File: src/rtl/ctrl_pkg.sv
// Shared opcodes, control-bundle encodings and field indices for ctrl_pipe_unit.
package ctrl_pkg;

    localparam int EX_W = 4;
    localparam int M_W  = 3;
    localparam int WB_W = 2;

    localparam logic [5:0] OP_RTYPE = 6'b000000;
    localparam logic [5:0] OP_LW    = 6'b100011;
    localparam logic [5:0] OP_SW    = 6'b101011;
    localparam logic [5:0] OP_BEQ   = 6'b000100;
    localparam logic [5:0] OP_ADDI  = 6'b001000;
    localparam logic [5:0] OP_NOP   = 6'b100000;

    // EX = {RegDst, ALUOp[1:0], ALUSrc}
    localparam int REGDST_BIT = 3;
    localparam int ALUOP_HI   = 2;
    localparam int ALUOP_LO   = 1;
    localparam int ALUSRC_BIT = 0;
    // M = {Branch, MemRead, MemWrite}
    localparam int BRANCH_BIT   = 2;
    localparam int MEMREAD_BIT  = 1;
    localparam int MEMWRITE_BIT = 0;
    // WB = {RegWrite, MemtoReg}
    localparam int REGWRITE_BIT = 1;
    localparam int MEMTOREG_BIT = 0;

    localparam logic [EX_W-1:0] EX_RTYPE = 4'b1100;
    localparam logic [EX_W-1:0] EX_LW    = 4'b0001;
    localparam logic [EX_W-1:0] EX_SW    = 4'b0001;
    localparam logic [EX_W-1:0] EX_BEQ   = 4'b0010;
    localparam logic [EX_W-1:0] EX_ADDI  = 4'b0001;

    localparam logic [M_W-1:0] M_RTYPE = 3'b000;
    localparam logic [M_W-1:0] M_LW    = 3'b010;
    localparam logic [M_W-1:0] M_SW    = 3'b001;
    localparam logic [M_W-1:0] M_BEQ   = 3'b100;
    localparam logic [M_W-1:0] M_ADDI  = 3'b000;

    localparam logic [WB_W-1:0] WB_RTYPE = 2'b10;
    localparam logic [WB_W-1:0] WB_LW    = 2'b11;
    localparam logic [WB_W-1:0] WB_SW    = 2'b00;
    localparam logic [WB_W-1:0] WB_BEQ   = 2'b00;
    localparam logic [WB_W-1:0] WB_ADDI  = 2'b10;

endpackage

File: src/rtl/ctrl_decode.sv
// Combinational opcode decoder: control bundles, illegal flag and
// whether the instruction reads rt as a source.
module ctrl_decode
    import ctrl_pkg::*;
#(
    parameter int OPCODE_W = 6
) (
    input  logic                valid,
    input  logic [OPCODE_W-1:0] opcode,
    output logic [EX_W-1:0]     ex,
    output logic [M_W-1:0]      m,
    output logic [WB_W-1:0]     wb,
    output logic                illegal,
    output logic                uses_rt
);

    always_comb begin
        ex      = '0;
        m       = '0;
        wb      = '0;
        illegal = 1'b0;
        uses_rt = 1'b0;
        if (valid) begin
            case (opcode)
                OP_RTYPE: begin
                    ex      = EX_RTYPE;
                    m       = M_RTYPE;
                    wb      = WB_RTYPE;
                    uses_rt = 1'b1;
                end
                OP_LW: begin
                    ex = EX_LW;
                    m  = M_LW;
                    wb = WB_LW;
                end
                OP_SW: begin
                    ex      = EX_SW;
                    m       = M_SW;
                    wb      = WB_SW;
                    uses_rt = 1'b1;
                end
                OP_BEQ: begin
                    ex      = EX_BEQ;
                    m       = M_BEQ;
                    wb      = WB_BEQ;
                    uses_rt = 1'b1;
                end
                OP_ADDI: begin
                    ex = EX_ADDI;
                    m  = M_ADDI;
                    wb = WB_ADDI;
                end
                OP_NOP: ;
                default: illegal = 1'b1;
            endcase
        end
    end

endmodule

File: src/rtl/ctrl_pipe_unit.sv
// Pipelined MIPS control with load-use stall, branch flush, illegal counter.
// Define CTRL_PERF_EN to add saturating stall/flush performance counters.
module ctrl_pipe_unit
    import ctrl_pkg::*;
#(
    parameter int OPCODE_W  = 6,
    parameter int REG_W     = 5,
`ifdef CTRL_PERF_EN
    parameter int PERF_CNT_W = 16,
`endif
    parameter int ILL_CNT_W = 8
) (
    input  logic                 clk,
    input  logic                 rst_n,
    input  logic                 id_valid,
    input  logic [OPCODE_W-1:0]  id_opcode,
    input  logic [REG_W-1:0]     id_rs,
    input  logic [REG_W-1:0]     id_rt,
    input  logic                 flush,
    output logic                 stall,
    output logic [EX_W-1:0]      ex_ctrl,
    output logic [M_W-1:0]       mem_ctrl,
    output logic [WB_W-1:0]      wb_ctrl,
`ifdef CTRL_PERF_EN
    output logic [PERF_CNT_W-1:0] stall_cnt,
    output logic [PERF_CNT_W-1:0] flush_cnt,
`endif
    output logic [ILL_CNT_W-1:0] illegal_cnt
);

    logic [EX_W-1:0]  dec_ex;
    logic [M_W-1:0]   dec_m;
    logic [WB_W-1:0]  dec_wb;
    logic             dec_illegal;
    logic             dec_uses_rt;

    logic [EX_W-1:0]  idex_ex;
    logic [M_W-1:0]   idex_m;
    logic [WB_W-1:0]  idex_wb;
    logic [REG_W-1:0] ex_rt;
    logic [M_W-1:0]   exmem_m;
    logic [WB_W-1:0]  exmem_wb;
    logic [WB_W-1:0]  memwb_wb;

    logic             rs_hit;
    logic             rt_hit;

    ctrl_decode #(.OPCODE_W(OPCODE_W)) u_decode (
        .valid   (id_valid),
        .opcode  (id_opcode),
        .ex      (dec_ex),
        .m       (dec_m),
        .wb      (dec_wb),
        .illegal (dec_illegal),
        .uses_rt (dec_uses_rt)
    );

    // A bubble in ID/EX clears MemRead, so a hazard stalls only one cycle.
    assign rs_hit = (ex_rt == id_rs);
    assign rt_hit = dec_uses_rt & (ex_rt == id_rt);
    assign stall  = id_valid & idex_m[MEMREAD_BIT]
                  & (rs_hit | rt_hit) & ~flush;

    assign ex_ctrl  = idex_ex;
    assign mem_ctrl = exmem_m;
    assign wb_ctrl  = memwb_wb;

    always_ff @(posedge clk or negedge rst_n) begin
        if (!rst_n) begin
            idex_ex  <= '0;
            idex_m   <= '0;
            idex_wb  <= '0;
            ex_rt    <= '0;
            exmem_m  <= '0;
            exmem_wb <= '0;
            memwb_wb <= '0;
        end else begin
            memwb_wb <= exmem_wb;
            if (flush || stall) begin
                idex_ex <= '0;
                idex_m  <= '0;
                idex_wb <= '0;
                ex_rt   <= '0;
            end else begin
                idex_ex <= dec_ex;
                idex_m  <= dec_m;
                idex_wb <= dec_wb;
                ex_rt   <= id_rt;
            end
            if (flush) begin
                exmem_m  <= '0;
                exmem_wb <= '0;
            end else begin
                exmem_m  <= idex_m;
                exmem_wb <= idex_wb;
            end
        end
    end

    always_ff @(posedge clk or negedge rst_n) begin
        if (!rst_n) begin
            illegal_cnt <= '0;
        end else if (dec_illegal && !stall && !flush && !(&illegal_cnt)) begin
            illegal_cnt <= illegal_cnt + ILL_CNT_W'(1);
        end
    end

`ifdef CTRL_PERF_EN
    always_ff @(posedge clk or negedge rst_n) begin
        if (!rst_n) begin
            stall_cnt <= '0;
            flush_cnt <= '0;
        end else begin
            if (stall && !(&stall_cnt))
                stall_cnt <= stall_cnt + PERF_CNT_W'(1);
            if (flush && !(&flush_cnt))
                flush_cnt <= flush_cnt + PERF_CNT_W'(1);
        end
    end
`endif

endmodule

File: config.mk
export PLATFORM = sky130hd
export DESIGN_NAME = ctrl_pipe_unit
export DESIGN_NICKNAME = d
export VERILOG_FILES = /design/src/rtl/ctrl_pkg.sv /design/src/rtl/ctrl_decode.sv /design/src/rtl/ctrl_pipe_unit.sv
export SDC_FILE = /design/constraint.sdc
export NUM_CORES = 1
export LEC_CHECK = 0
export CAP_MARGIN = 20
export CORE_AREA = 2 2 64 48
export DETAILED_ROUTE_END_ITERATION = 7
export DIE_AREA = 0 0 66 50
export GPL_ROUTABILITY_DRIVEN = 0
export GPL_TIMING_DRIVEN = 0
export PLACE_DENSITY = 0.91
export SLEW_MARGIN = 10
export SYNTH_ARGS = -nofsm -noshare
export SYNTH_HDL_FRONTEND = slang
export SYNTH_SLANG_ARGS = --single-unit
File: constraint.sdc
create_clock -name clk -period 4.3 [get_ports clk]
set_clock_uncertainty 0.05 [all_clocks]
set_input_delay 0.645 -clock clk [delete_from_list [all_inputs] [get_ports clk]]
set_output_delay 0.645 -clock clk [all_outputs]
set_load 0.02 [all_outputs]
# Yosys cells after proc, flatten, opt, wreduce, memory -nomap -nowiden
# Cells that the tools add are included.
# classes
addsub	1
n_eq_ne	7
muxes	16
n_bitwise	6
n_reduce_logical	13
# op_table
cell	count
== test 6 bit, second input constant	3
case mux 4 bit (3 select lines)	1
== test 5 bit	2
2-to-1 mux 3 bit	3
case mux 3 bit (3 select lines)	1
adder 8 x 1 -> 8 bit, second input constant	1
2-to-1 mux 4 bit	2
AND reduction 8 bit	1
== test 6 x 3 -> 1 bit, second input constant	1
== test 6 x 4 -> 1 bit, second input constant	1
logical NOT 6 bit	1
2-to-1 mux 2 bit	3
OR reduction 3 bit	2
OR reduction 6 bit	1
2-to-1 mux 5 bit	1
AND 1 bit	4
2-to-1 mux 1 bit	4
case mux 2 bit (2 select lines)	1
logical AND 1 bit	3
logical NOT 1 bit	3
OR reduction 2 bit	1
logical OR 1 bit	1
NOT 1 bit	1
bitwise OR 1 bit	1
# word_totals
ff_bits	29
inputBits	20
output_inout_bits	18
elab_cells	51

# Logic depth before layout (Yosys ltp)
# Gate-level depths: netlist of run 1.
# logic_depth
depth_word	12
mapped_depth	7
ltp_nobuf	7

# By module
# A second synthesis of run 1 with hierarchy kept.
# unflattened
cells_unflattened	115
area_unflattened_um2	1313.8
# by_module_without_submodules
module	instances	cells_each	area_per_inst_um2	seq_area_each_um2
ctrl_pipe_unit	1	94	1177.4	725.7
ctrl_decode	1	21	136.4	0.0

# Worst setup path after synthesis of run 1
# OpenSTA, ideal clock, no wires.
# synth_path
path_type	input port to output port
from	input port id_rt[3]
to	output port stall
t_arrival_ps	1596
required_time_ps	3605
slack_ps	2009
path_stages	5
n_path_buf	0
path_cell_list	xor2_1 > nor4_1 > nand4b_1 > o21ai_0 > and3_1
# synth_via
elab_chain_cells	5
# synth_rtl
item	line_no	rtl
start, declared	ctrl_pipe_unit.sv:18	input logic [REG_W-1:0] id_rt,
== test 5 bit	ctrl_pipe_unit.sv:60	assign rt_hit = dec_uses_rt & (ex_rt == id_rt);
AND 1 bit	ctrl_pipe_unit.sv:60	
bitwise OR 1 bit	ctrl_pipe_unit.sv:62	& (rs_hit | rt_hit) & ~flush;
AND 1 bit (2 in series)	ctrl_pipe_unit.sv:62	
end, declared	ctrl_pipe_unit.sv:20	output logic stall,
# Every way passes these cells.

# Worst setup path in the final report of run 1
# Ends and elaborated chain as after synthesis.

==> results.toml, run 1 <==
[finish]
layout-drive-gt1-share_pct = 13.5
finalInstanceArea_um2 = 1810
num_antenna_cells = 0
postLayoutCoreUtil_pct = 67.5
final-seq-area_um2 = 701
final_cell_mix = "clkdlybuf4s50_1, dfrtp_1, xnor2_1"
multi_input_area_um2 = 548
nNetsFinal = 177
area_growth_pct = 39.7
nFillCells = 205
final_common_cell = "clkdlybuf4s50_1"

[sta]
fin_tns_setup_ns = 0
period_minus_slack_ns = 3.42
finalCritPeriodShare_pct = 79.6
rsz0062_at_grt = "no"
fmax_mhz = 292
relSlewSlack_pct = 65.8
setup_viol = 0
slew_violations = 0
finalHoldViolCount = 0
tightest_slew_ns = 0.511

[hold_path]
hp-class = "register to register"

[yosys]
synthCells = 113
synth_top_cell_by_area = "dfrtp_1"
synth.yosys.seq_area_share_pct = 54.1
yosys_warnings = 0
netlist.area_leader.share_pct = 54.1
synth_nets = 134
syn_area_um2 = 1300
synth_cell_type_count = 35
postSynthAreaPerCell_um2 = 11.5
ys_ff_latch = 28
yosys-top-cells-area = "dfrtp_1, xnor2_1, xor2_1, nor4_1, and2_2"

[grt]
grt_pass1_wl_mm = 4.66
grtUsageTotal_pct = 19.3
grt-ovfl-total = 0
grt_max_degree = 20
grt_pass1_vias = 963
grt_antenna_before_repair = 0

[power]
peakVddDrop_uv = 306
power_w = 0.000709
powerDensity_nw_per_um2 = 391
leakagePower_nw = 0.788

[cts]
cts_root_buffer = "clkbuf_8"
clock_latency_ns = 0.28
ctsHoldBuffers = 0
clockBufferDepth = 2
clock_sinks = 28
postCtsSetupRepairBufs = 0
htreeDepth = 1
cts_buffers = 3
cts_resized = 0
cts_tree = "yes"
path_clk_slew_ns = 0.09

[drt]
wirelength_mm = 2.78
ant_nets = 0
wl_per_cell_um = 14.5
vias_per_cell = 5.18
drc = 0
num_vias = 990
dr.pass1.iters = 4
drt_iter0_drc = 39

[placed_design]
dp_hpwl_mm = 2.08
place_area_um2 = 1740
port_buffers = 37

[setup_path]
worstSetupPathType = "input port to output port"
cp_max_fo = 2
cp-end-kind = "output port"
r2r_setup_slack_ns = 2.34
start_kind = "input port"
cp.arrival_ns = 2.73
cp.required_ns = 3.61

[die]
start_util_pct = 48.3
die_area_um2 = 3300
core_area_um2 = 2680
fp.dieH_um = 50
io_pins = 38
row_count = 16
die_w_um = 66

[status]
status = "completed"

[job]
maxCapViolCount = 0
==> critical path, cell delays in order <==
cell	delay, ns
clkdlybuf4s50_1	0.43
xor2_1	0.16
nor4_1	0.31
nand4b_1	0.19
o21ai_0	0.21
and3_1	0.18
clkdlybuf4s50_1	0.60
==> cell type report <==
| class | count | area share (%) |
|---|---|---|
| sequential | 28 | 38.7 |
| multi-input combinational | 76 | 30.3 |
| timing repair buffer | 38 | 22.0 |
| tap | 36 | 2.49 |
| clock buffer | 3 | 2.28 |
| clock inverter | 1 | 1.66 |
| buffer | 4 | 1.59 |
| inverter | 5 | 1.04 |
==> synthesized netlist by cell type, drive strengths merged <==
cell type,instances
mux2,1
o221a,1
nand4,3
nand4b,1
xnor2,10
nand2,8
nor2,1
or2,1
nand3,4
nor4,8
a31oi,1
xor2,7
ha,1
and3,5
inv,5
o22ai,1
nor3,2
and2,6
nor2b,5
o21ai,4
nor3b,2
nand2b,1
mux2i,1
buf,4
dfrtp,28
or4,2
==> metrics by stage <==
step                      std cells  worst slack, ns  hold WS, ns
after floorplan                 113             2.01        0.281
after global placement          186            0.971        0.286
after detailed placement        187            0.888        0.296
after CTS                       191            0.880        0.318
after global routing            191            0.785        0.330
final                           191            0.875        0.315
==> routing by layer <==
metal  track usage (%)  up-vias  wire [um]
met5                 0        -          0
met4              5.10        0         30
met3              5.94        5        182
met2              31.8       36       1390
met1              24.7      473       1180
li1                  -      476          -
==> cells by family (layout without fill, tap and decap cells) <==
group / count (synthesis) / count (layout) / share of synthesized area, %
AO/OA/AOI/OAI: 7 / 7 / 4.54
buffers and inverters: 9 / 51 / 3.67
AND/OR/NAND/NOR: 49 / 49 / 23.6
adder cells (fa/ha/maj): 1 / 1 / 0.965
flip-flops: 28 / 28 / 54.1
XOR/XNOR: 17 / 17 / 11.5
multiplexers: 2 / 2 / 1.64
==> path summary, 6_finish.rpt <==
path	from	to	cells past startpoint
worst max-delay path	id_rt[3]	stall	7
worst min register to register	exmem_wb[0]	wb_ctrl[0]	0
min in group asynchronous	rst_n	ex_rt[0]	1
worst max register to register	illegal_cnt[0]	illegal_cnt[1]	7
worst min-delay path	exmem_wb[0]	wb_ctrl[0]	0
max in group asynchronous	rst_n	illegal_cnt[3]	2
==> sequential cells by signal, indices dropped and copies added, names as in the netlist <==
register     cells
mem_ctrl         3
ex_ctrl          3
idex_wb          2
wb_ctrl          2
idex_m           3
illegal_cnt      8
ex_rt            5
exmem_wb         2
==> report_power, final <==
group,switching [W],internal (W)
registers,0.0000323,0.000290
logic,0.0000850,0.0000947
clock network,0.0000817,0.000125
Note: power is estimated with default switching activity, not from simulation.
==> inputs of run 2 (changes only) <==
- CORE_AREA: 2 2 64 48 -> 2 2 67 50
- DIE_AREA: 0 0 66 50 -> 0 0 69 52
- PLACE_DENSITY: 0.91 -> 0.85
- clock period: 4.3 -> 3.4 ns (I/O delays scaled with it)
==> run 2 against run 1 <==
- register-to-register slack got worse by 0.91 ns
- via count grew 1.0%
- clock-buffer cell count stayed put
- clock power is 25% higher
- sequential power grew 25%
- final cell count rose by 1.0%
- power rose by 25%
- largest cell class unchanged
- combinational power up 24%
- worst setup slack got worse by 0.64 ns
==> results.toml, run 2 (synthesis gave the netlist of run 1 again) <==
[status]
status = "completed"

[sta]
tightest_slew_ns = 0.622
fmax_mhz = 316
period_minus_slack_ns = 3.16
slew_violations = 0
setup_slack_ns = 0.237
finalHoldViolCount = 0
rsz0062_at_grt = "no"
finalCritPeriodShare_pct = 93.0
relSlewSlack_pct = 58.4
setup_viol = 0
fin_tns_setup_ns = 0

[cts]
clock_sinks = 28
cts_resized = 0
clock_latency_ns = 0.27
ctsHoldBuffers = 0
cts_buffers = 3
cts_root_buffer = "clkbuf_8"
htreeDepth = 1
cts_tree = "yes"
postCtsSetupRepairBufs = 0
path_clk_slew_ns = 0.09
clockBufferDepth = 2

[setup_path]
path_cells = "clkdlybuf4s50_1 -> xor2_1 -> nor4_1 -> nand4b_1 -> o21ai_0 -> and3_1 -> clkdlybuf4s50_1"
critical-path-top-delay-family = "buffers and inverters"
cp-end-kind = "output port"
start_kind = "input port"
cp.required_ns = 2.84
worstSetupPathType = "input port to output port"
cp-startpoint = "id_rt[3]"
cp_slowest_stage_delay_ns = 0.60
cp_max_fo = 2
cp.arrival_ns = 2.60
crit_slowest_cell = "clkdlybuf4s50_1"
cp.buffers_inverters = 2
reg2reg_from = "ex_rt[3]"
cpMostUsedCell = "clkdlybuf4s50_1"

[drt]
num_vias = 1000
vias_per_cell = 5.18
drc = 0
wl_per_cell_um = 14.1
drt_iter0_drc = 32
ant_nets = 0
dr.pass1.iters = 4
wirelength_mm = 2.73

[placed_design]
dp_hpwl_mm = 2.11
dpl_worst_slack_ns = 0.243
port_buffers = 37

[finish]
top_register = "illegal_cnt"
num_antenna_cells = 0
top_regs = "illegal_cnt x8, ex_rt x5"
area_growth_pct = 38.9
nNetsFinal = 177
final_common_cell = "clkdlybuf4s50_1"
final_cell_mix = "clkdlybuf4s50_1, dfrtp_1, xnor2_1"
largest_reg_flops = 8
layout-drive-gt1-share_pct = 13.5

[die]
row_count = 17
start_util_pct = 43.5
die_area_um2 = 3590
fp.dieH_um = 52
die_w_um = 69
core_area_um2 = 2980
io_pins = 38

[hold_path]
hp-class = "register to register"
hold_start = "exmem_wb[0]"

[job]
maxCapViolCount = 0

[grt]
grt_pass1_vias = 978
grtUsageTotal_pct = 16.2
grt_pass1_wl_mm = 4.51
grt_antenna_before_repair = 0
grt-ovfl-total = 0
grt_max_degree = 17

[power]
leakagePower_nw = 0.782
powerDensity_nw_per_um2 = 492
peakVddDrop_uv = 420
-- run 2: worst register-to-register path, cell delays in order, from the launching register on --
cell	delay, ns
dfrtp_1	0.41
xor2_1	0.17
nor4_1	0.33
nand4b_1	0.20
o221a_4	0.29
nand2_2	0.09
mux2_1	0.31
-- run 2: layout make-up --
| type | count | area (um^2) |
|---|---|---|
| multi-input cells | 76 | 548 |
| inverters | 5 | 18.8 |
| clock inverters | 1 | 30.0 |
| fillers | 243 | 1180 |
| repair buffers | 38 | 385 |
| flip-flops and latches | 28 | 701 |
| clock buffers | 3 | 41.3 |
| plain buffers | 4 | 28.8 |
| well taps | 38 | 47.5 |
-- run 2: worst paths after layout --
check | to | slack [ns] | depth (start not counted)
max in group asynchronous | illegal_cnt[1] | 2.21 | 2
worst max register to register | illegal_cnt[1] | 1.43 | 6
worst min-delay path | wb_ctrl[0] | 0.31 | 0
min in group asynchronous | wb_ctrl[0] | 0.57 | 1
worst max-delay path | stall | 0.24 | 7
worst min register to register | wb_ctrl[0] | 0.31 | 0
-- run 2: stage by stage --
step           instances  hold slack (ns)  cell area [um^2]  utilization, %  total power, W
4_1_cts              193            0.314              1800            60.5        0.000895
2_1_floorplan        113            0.164              1300               -        0.000517
6_report             193            0.312              1800            60.5        0.000886
3_5_place_dp         189            0.293              1730            58.1        0.000637
5_1_grt              193            0.318              1800            60.5        0.000925
3_3_place_gp         188            0.284              1710            57.6        0.000624
-- run 2: where the power goes --
group	internal (W)	switching (W)	leakage, nW
sequential	0.000367	0.0000382	0.376
clock	0.000158	0.0000998	0.0357
combinational	0.000119	0.000105	0.370
total	0.000643	0.000243	0.782
-- run 2: routing by layer --
metal,global-route usage [%],vias to the layer above,wire length [um],part of all wire (%)
met2,28.0,37,1320,48
met4,2.94,0,23,0.84
li1,-,471,-,-
met1,20.3,490,1210,44
met5,0,-,0,0
met3,5.04,2,174,6.4
